[config.mk]
export PLATFORM = sky130hd
export DESIGN_NAME = seq_divider_16bit
export DESIGN_NICKNAME = d
export VERILOG_FILES = /design/src/rtl/seq_divider_16bit.sv
export SDC_FILE = /design/constraint.sdc
export NUM_CORES = 1
export LEC_CHECK = 0
export ABC_AREA = 1
export BUFFER_PORTS_ARGS = -buffer_cell sky130_fd_sc_hd__clkbuf_2
export CORE_MARGIN = 2
export CORE_UTILIZATION = 56
export DETAILED_ROUTE_END_ITERATION = 10
export GPL_TIMING_DRIVEN = 1
export PLACE_DENSITY = 0.76
export SLEW_MARGIN = 5
export SYNTH_ARGS = -nofsm -noshare
export SYNTH_HDL_FRONTEND = slang
export SYNTH_SLANG_ARGS = --single-unit
[constraint.sdc]
create_clock -name clk -period 3.9 [get_ports clk]
set_clock_uncertainty 0.2 [all_clocks]
set_input_delay 0.975 -clock clk [delete_from_list [all_inputs] [get_ports clk]]
set_output_delay 0.975 -clock clk [all_outputs]
set_load 0.005 [all_outputs]
[src/rtl/seq_divider_16bit.sv]
// Radix-2 restoring divider, signed/unsigned, with start/busy/done handshake and error flag.
// Optional early termination when |divisor| > |dividend|: define DIV_EARLY_TERM_EN.
module seq_divider_16bit #(
  parameter int WIDTH = 16
) (
  input  logic             clk,
  input  logic             rst_n,
  input  logic             start,
  input  logic             signed_op,
  input  logic [WIDTH-1:0] dividend,
  input  logic [WIDTH-1:0] divisor,
  output logic             busy,
  output logic             done,
  output logic [WIDTH-1:0] quotient,
  output logic [WIDTH-1:0] remainder,
  output logic             Error
);

  typedef enum logic [2:0] {
    S_IDLE,
    S_SETUP,
    S_ITER,
    S_FIX,
    S_DONE
  } state_t;

  localparam logic [WIDTH-1:0] MIN_NEG = {1'b1, {(WIDTH-1){1'b0}}};

  state_t           r_state;
  logic             r_signed;
  logic [WIDTH-1:0] r_dvd;
  logic [WIDTH-1:0] r_dvs;
  logic [WIDTH-1:0] r_mag_dvs;
  logic [WIDTH-1:0] r_rem;
  logic [WIDTH-1:0] r_quo;
  logic [3:0]       r_cnt;
  logic             r_special;
  logic             r_err;

  logic             w_dvd_neg;
  logic             w_dvs_neg;
  logic [WIDTH-1:0] w_dvd_mag;
  logic [WIDTH-1:0] w_dvs_mag;
  logic [WIDTH:0]   w_rem_sh;
  logic             w_ge;
  logic [WIDTH-1:0] w_trial;
  logic             w_early;

  assign w_dvd_neg = r_signed & r_dvd[WIDTH-1];
  assign w_dvs_neg = r_signed & r_dvs[WIDTH-1];
  assign w_dvd_mag = w_dvd_neg ? (~r_dvd + 1'b1) : r_dvd;
  assign w_dvs_mag = w_dvs_neg ? (~r_dvs + 1'b1) : r_dvs;

  // Trial subtraction decided on the full 17-bit shifted remainder; low bits suffice once it fits.
  assign w_rem_sh = {r_rem, r_quo[WIDTH-1]};
  assign w_ge     = (w_rem_sh >= {1'b0, r_mag_dvs});
  assign w_trial  = w_rem_sh[WIDTH-1:0] - r_mag_dvs;

`ifdef DIV_EARLY_TERM_EN
  assign w_early = (w_dvs_mag > w_dvd_mag);
`else
  assign w_early = 1'b0;
`endif

  always_ff @(posedge clk or negedge rst_n) begin
    if (!rst_n) begin
      r_state   <= S_IDLE;
      r_signed  <= 1'b0;
      r_dvd     <= '0;
      r_dvs     <= '0;
      r_mag_dvs <= '0;
      r_rem     <= '0;
      r_quo     <= '0;
      r_cnt     <= '0;
      r_special <= 1'b0;
      r_err     <= 1'b0;
      busy      <= 1'b0;
      done      <= 1'b0;
      quotient  <= '0;
      remainder <= '0;
      Error     <= 1'b0;
    end else begin
      case (r_state)
        S_IDLE: begin
          done <= 1'b0;
          if (start) begin
            r_signed <= signed_op;
            r_dvd    <= dividend;
            r_dvs    <= divisor;
            busy     <= 1'b1;
            r_state  <= S_SETUP;
          end
        end
        S_SETUP: begin
          r_cnt     <= '0;
          r_mag_dvs <= w_dvs_mag;
          r_err     <= 1'b0;
          // Special results are parked in rem/quo and pass through FIX untouched.
          if (r_dvs == '0) begin
            r_quo     <= '1;
            r_rem     <= r_dvd;
            r_err     <= 1'b1;
            r_special <= 1'b1;
            r_state   <= S_FIX;
          end else if (r_signed && (r_dvd == MIN_NEG) && (r_dvs == '1)) begin
            r_quo     <= MIN_NEG;
            r_rem     <= '0;
            r_err     <= 1'b1;
            r_special <= 1'b1;
            r_state   <= S_FIX;
          end else if (w_early) begin
            r_quo     <= '0;
            r_rem     <= r_dvd;
            r_special <= 1'b1;
            r_state   <= S_FIX;
          end else begin
            r_quo     <= w_dvd_mag;
            r_rem     <= '0;
            r_special <= 1'b0;
            r_state   <= S_ITER;
          end
        end
        S_ITER: begin
          r_quo <= {r_quo[WIDTH-2:0], w_ge};
          r_rem <= w_ge ? w_trial : w_rem_sh[WIDTH-1:0];
          r_cnt <= r_cnt + 4'd1;
          if (r_cnt == 4'd15) r_state <= S_FIX;
        end
        S_FIX: begin
          if (r_special) begin
            quotient  <= r_quo;
            remainder <= r_rem;
          end else begin
            quotient  <= (w_dvd_neg ^ w_dvs_neg) ? (~r_quo + 1'b1) : r_quo;
            remainder <= w_dvd_neg ? (~r_rem + 1'b1) : r_rem;
          end
          Error   <= r_err;
          done    <= 1'b1;
          r_state <= S_DONE;
        end
        S_DONE: begin
          done    <= 1'b0;
          busy    <= 1'b0;
          r_state <= S_IDLE;
        end
        default: begin
          done    <= 1'b0;
          busy    <= 1'b0;
          r_state <= S_IDLE;
        end
      endcase
    end
  end

endmodule

==> results of run 1 <==
-- cell type report --
type                    count  area (um2)
clock buffers              19         443
repair buffers             74         395
flip-flops and latches    124        3100
well taps                 180         225
multi-input cells         766        4170
fillers                  1239        4870
clock inverters            13         164
inverters                 137         514
-- metal layers --
layer	wire length, um	global-route usage (%)	part of all wire, %	vias up
li1	-	-	-	3548
met1	9200	39.9	47	3173
met2	8370	40.2	43	278
met3	1470	5.86	7.5	37
met4	447	10.3	2.3	0
met5	0	0	0	-
-- placed cells by master, fill, tap and decap left out, types with 4 or more instances in the layout --
master | Yosys | routed
ha_1 | 22 | 22
or2_2 | 4 | 4
nand3_1 | 70 | 69
clkbuf_16 | 0 | 17
xnor2_1 | 6 | 6
o21ai_1 | 20 | 20
inv_1 | 122 | 122
nand2_1 | 252 | 252
nand3_2 | 27 | 28
a21oi_2 | 12 | 12
dfrtp_1 | 124 | 124
buf_4 | 5 | 4
inv_2 | 15 | 15
nand2_4 | 11 | 11
clkbuf_2 | 0 | 69
nand3b_1 | 4 | 4
mux2_2 | 6 | 6
a22oi_1 | 10 | 10
nor2_1 | 108 | 108
nor3_1 | 10 | 10
xor2_1 | 34 | 34
and2_1 | 4 | 4
o21ai_0 | 53 | 53
o31ai_1 | 5 | 5
nand4_1 | 11 | 11
nand2_2 | 9 | 9
a21oi_1 | 66 | 66
-- cell usage after synthesis, types with 6 or more instances --
cell type and n:
o21ai_1 20, ha_1 22, o21ai_0 53, nand4_1 11, a21oi_2 12, dfrtp_1 124
inv_2 15, xor2_1 34, nor3_1 10, clkbuf_1 17, xnor2_1 6, a22oi_1 10
nand3_1 70, nand2_1 252, nor2_1 108, mux2_2 6, nand2_4 11, nand2_2 9
a21oi_1 66, inv_1 122, nand3_2 27
-- flip-flops by register name (all words and copies together), names as in the netlist --
name	cells
remainder	16
r_cnt	4
r_err	1
r_signed	1
done	1
r_dvs	16
r_quo	16
r_dvd	16
quotient	16
busy	1
r_rem	16
r_state	3
r_mag_dvs	16
Error	1
-- logic make-up after synthesis --
logic type	share of synthesized area (%)
AO/OA/AOI/OAI	12.3
AND/OR/NAND/NOR	31.0
flip-flops	38.9
adder cells (fa/ha/maj)	3.70
XOR/XNOR	4.39
multiplexers	0.847
buffers and inverters	8.85
-- worst min-delay path by stage --
stage                   from  endpoint  slack (ns)  depth (start not counted)
floorplan           r_cnt[3]  r_cnt[3]        0.24                          1
finish              r_cnt[3]  r_cnt[3]        0.27                          1
global route        r_cnt[3]  r_cnt[3]        0.30                          1
global placement    r_cnt[3]  r_cnt[3]        0.25                          1
detailed placement  r_cnt[3]  r_cnt[3]        0.26                          1
CTS                 r_cnt[3]  r_cnt[3]        0.27                          1
-- worst max-delay path: stages, from the launching register on --
cell	delay, ns
dfrtp_1	0.38
inv_1	0.12
ha_1	0.18
nand3_1	0.13
inv_1	0.12
nand3_1	0.14
o21ai_2	0.88
o21ai_0	0.34
a21oi_2	0.22
-- per-stage QoR --
step	cells	utilization [%]	hold WS, ns
final	1313	64.9	0.273
after detailed placement	1281	60.6	0.263
after global placement	1281	60.6	0.254
after floorplan	1061	-	0.241
after global routing	1313	64.9	0.304
after CTS	1313	64.9	0.271
==> results_dict.tcl, run 1 <==
set metrics [dict create \
    crit_path_end_kind "flop" \
    initial_core_util_pct 57.4 \
    hold_viol_final 0 \
    start_kind "flop" \
    fin_crit_sh_pct 71.4 \
    synth.cell_area_um2 7970 \
    crit_end "r_rem[3]" \
    synth_top_area_share_pct 38.9 \
    path_clk_slew_ns 0.06 \
    cts_tree "done" \
    area_growth_pct 13.1 \
    grt_max_degree 85 \
    required_ns 4.05 \
    cts_htree_levels 4 \
    vias 7036 \
    ios 71 \
    hpwl_um 14700 \
    setup_violations 0 \
    cts_setup_buffers 0 \
    synthTopCellsByArea "dfrtp_1 (39%), nand2_1 (12%), inv_1 (5.7%)" \
    finalWirelength_um 19500 \
    hold_class "reg -> reg" \
    place_ws_ns 1.15 \
    cts.repair.resized 0 \
    reg2reg_to "r_rem[3]" \
    max_freq_mhz 359 \
    cts.sinks 124 \
    die_y_um 123 \
    ys.flop_type "dfrtp_1" \
    overflow 0 \
    synth.ff_latch_count 124 \
    portBuffers 70 \
    syn-num-nets 1120 \
    grt_pass1_wl_um 32100 \
    crit_start "r_dvs[0]" \
    gp_congestion 0.947 \
    worst_pin_slew_ns 1.11 \
    arrival_ns 2.94 \
    wl_per_cell_um 14.8 \
    layout-drive-gt1-share_pct 17.6 \
    maxSlewHeadroom_pct 25.8 \
    rsz0062_at_grt "false" \
    async_flop_share_pct 100 \
    fin_tns_setup_ns 0 \
    yosysUniqueCellTypes 46 \
    yosysWarnings 0 \
    status "finished, final reports clean" \
    diodes 0 \
    setup_slack_ns 1.11 \
    min_period_ns 2.79 \
    cts_buffers 17 \
    dr.pass1.iters 6 \
    drv_slew 0 \
    die-area_um2 15200 \
    ant_nets 0 \
    cap_violations 0 \
    cp_max_fo 31 \
    r2r-start "r_dvs[0]" \
    syn_area_per_cell_um2 7.52 \
    ys_seq_area_share_pct 38.9 \
    drt_iter0_markers 500 \
    antenna_found_initial 0 \
    dpl-instance-area_um2 8410 \
    clk_latency_ns 0.43 \
    core-area_um2 13900 \
    cts-hold-fix-buffers 0 \
    final_cell_area_um2 9010 \
    grt_pass1_vias 6502 \
    worstSetupPathType "reg -> reg" \
    r2r_setup_slack_ns 1.11 \
    syn-instance-count 1061 \
    via_per_inst 5.36 \
    num-nets-final 1179 \
    dieWidth_um 123 \
    yosysTopAreaCell "dfrtp_1" \
    synth_edf_count 0 \
    grtUsageTotal_pct 27.5 \
    cts.path.max_buffers 2 \
    ctsRootBufferMaster "clkbuf_16" \
    drc 0 \
    rows 43 \
    reg2reg_depth 8 \
]
Power of run 1 is not shown: default switching activity piles up to over one toggle a cycle in this logic, so the estimate is an artifact.
==> inputs of run 2 (changes only) <==
ABC_AREA = 0   (was 1)
CORE_UTILIZATION = 54   (was 56)
PLACE_DENSITY = 0.77   (was 0.76)
clock period = 2.5 ns   (was 3.9 ns; I/O delays follow)
==> results_dict.tcl, run 2 <==
set metrics [dict create \
    cts_tree "done" \
    die-area_um2 13800 \
    grt_use_met1_pct 36.9 \
    cts.path.max_buffers 2 \
    drt_iter0_markers 457 \
    synthTopCellsByCount "dfrtp_1 (124), nand2_1 (88), o21ai_0 (82)" \
    synthTopCellsByArea "dfrtp_1 (45%), o21ai_0 (5.9%), nand2_1 (4.7%)" \
    final_common_cell "dfrtp_1" \
    yosysUniqueCellTypes 61 \
    utilization_pct 71.7 \
    crit_start "r_dvs[0]" \
    synth-simple-area-share_pct 14.6 \
    via_per_inst 5.77 \
    worstSetupPathType "reg -> reg" \
    vias 6200 \
    initial_core_util_pct 55.1 \
    dieWidth_um 117 \
    die_y_um 117 \
    grt_pass1_wl_um 30900 \
    peakVddDrop_mv 0.862 \
    syn_area_per_cell_um2 9.47 \
    dr.pass1.iters 5 \
    portBuffers 70 \
    num-nets-final 949 \
    cts_buffers 17 \
    layout-drive-gt1-share_pct 31.5 \
    hold_viol_final 2 \
    hpwl_um 14000 \
    setup_slack_ns -0.128 \
    grt_pass1_vias 6110 \
    async_flop_share_pct 100 \
    hold_class "in -> async" \
    synth_mux_area_share_pct 4.97 \
    antenna_found_initial 0 \
    grtUsageTotal_pct 28.3 \
    core-area_um2 12600 \
    r2r-start "r_dvs[0]" \
    drv_slew 0 \
    ys.flop_type "dfrtp_1" \
    diodes 0 \
    finalWirelength_um 19100 \
    required_ns 2.62 \
    start_kind "flop" \
    clk_latency_ns 0.43 \
    synth-xor-area-share_pct 8.56 \
    failed_checks "negative hold slack, negative setup slack" \
    yosysTopAreaCell "dfrtp_1" \
    overflow 0 \
    syn-instance-count 734 \
    grt_max_degree 68 \
    area_growth_pct 30.0 \
    maxSlewHeadroom_pct 66.9 \
    synth_adder_area_share_pct 4.25 \
    min_period_ns 2.63 \
    rows 41 \
    cap_violations 0 \
    ios 71 \
    cp_max_fo 5 \
    hold_ws_ns -0.00302 \
    wl_per_cell_um 17.7 \
    fin_crit_sh_pct 105 \
    synth_edf_count 0 \
    busiest_layer "met2" \
    setup_violations 27 \
    cts_htree_levels 4 \
    arrival_ns 2.75 \
    synth_compound_area_share_pct 18.9 \
    met2_usage_pct 44.0 \
    grt_use_met3_pct 7.36 \
    drc 0 \
    status "finished, violations left" \
    ys_seq_area_share_pct 44.6 \
    synth.cell_area_um2 6950 \
    path_clk_slew_ns 0.06 \
    synth_top_area_share_pct 44.6 \
    max_freq_mhz 381 \
    rsz0062_at_grt "true" \
    worst_pin_slew_ns 0.492 \
    cts-hold-fix-buffers 0 \
    yosysWarnings 0 \
    crit_path_end_kind "flop" \
    place_ws_ns -0.197 \
    ant_nets 0 \
    syn-num-nets 793 \
    layout_common_cells "dfrtp_1 (124), buf_4 (92), nand2_1 (87)" \
    cts.sinks 124 \
    ctsRootBufferMaster "clkbuf_16" \
    gp_congestion 0.956 \
    cellPowerDensity_nw_per_um2 1580 \
    p_leak_nw 4.14 \
    synth_top_family_by_area "compound AO/OA/AOI/OAI gates" \
    synth.ff_latch_count 124 \
    synth_most_common_cell "dfrtp_1" \
]
==> run 2: cells by family (layout without fill, tap and decap cells) <==
family / after synthesis / in the layout
compound gates: 209 / 209
fa+ha+maj: 23 / 23
simple gates: 210 / 210
mux: 31 / 31
xor+xnor: 68 / 68
flops: 124 / 124
buf+inv: 69 / 238
==> run 2: path summary, 6_finish.rpt <==
check | endpoint | slack (ns) | cells after the start
max in group asynchronous | r_dvs[7] | 1.81 | 2
min | quotient[2] | -0.003 | 2
max reg2reg | r_quo[1] | -0.13 | 7
min reg2reg | quotient[8] | 0.28 | 2
max | r_quo[1] | -0.13 | 7
min in group clk | r_dvs[0] | 0.20 | 3
==> run 2: routing by layer <==
metal | share of wire [%] | up-vias
met5 | 0 | -
met4 | 3.7 | 0
met3 | 7.2 | 60
met2 | 46 | 246
met1 | 43 | 2951
li1 | - | 2943
==> run 2: stage by stage <==
stage	std cells	setup TNS, ns	area (um2)	total power [mW]
after floorplan	734	-0.900	7040	8.53
after global placement	1030	-0.600	8200	11.1
after detailed placement	1030	-2.16	8200	11.4
after CTS	1071	-1.30	8920	13.9
after global routing	1075	-4.31	9040	15.3
final	1075	-1.73	9040	14.3
==> run 2: cell type report <==
| class | count | area (um2) |
|---|---|---|
| Inverter | 35 | 131 |
| Tap cell | 172 | 215 |
| Clock inverter | 12 | 113 |
| Multi-Input combinational cell | 541 | 3820 |
| Sequential cell | 124 | 3100 |
| Clock buffer | 20 | 457 |
| Fill cell | 938 | 3580 |
| Timing Repair Buffer | 171 | 1210 |
==> run 2: critical path, cell delays in order (launching register included) <==
cell      delay, ns
dfrtp_1        0.39
inv_2          0.09
ha_4           0.13
or3b_4         0.37
or4_4          0.44
or3_4          0.44
and2_4         0.17
a222oi_1       0.27
==> run 2: repair_timing <==
item	4_1_cts	5_1_grt
gates cloned	1	0
resized for setup	19	24
buffers inserted	8	5
setup endpoints to repair	30	40
pin swaps	10	9
==> run 2: power breakdown <==
part / switching, mW / internal (mW) / total, mW
Combinational: 4.26 / 3.77 / 8.03
Clock: 0.920 / 1.42 / 2.34
Sequential: 0.931 / 2.95 / 3.88
Total: 6.11 / 8.14 / 14.3
Note: power is estimated with default switching activity, not from simulation.
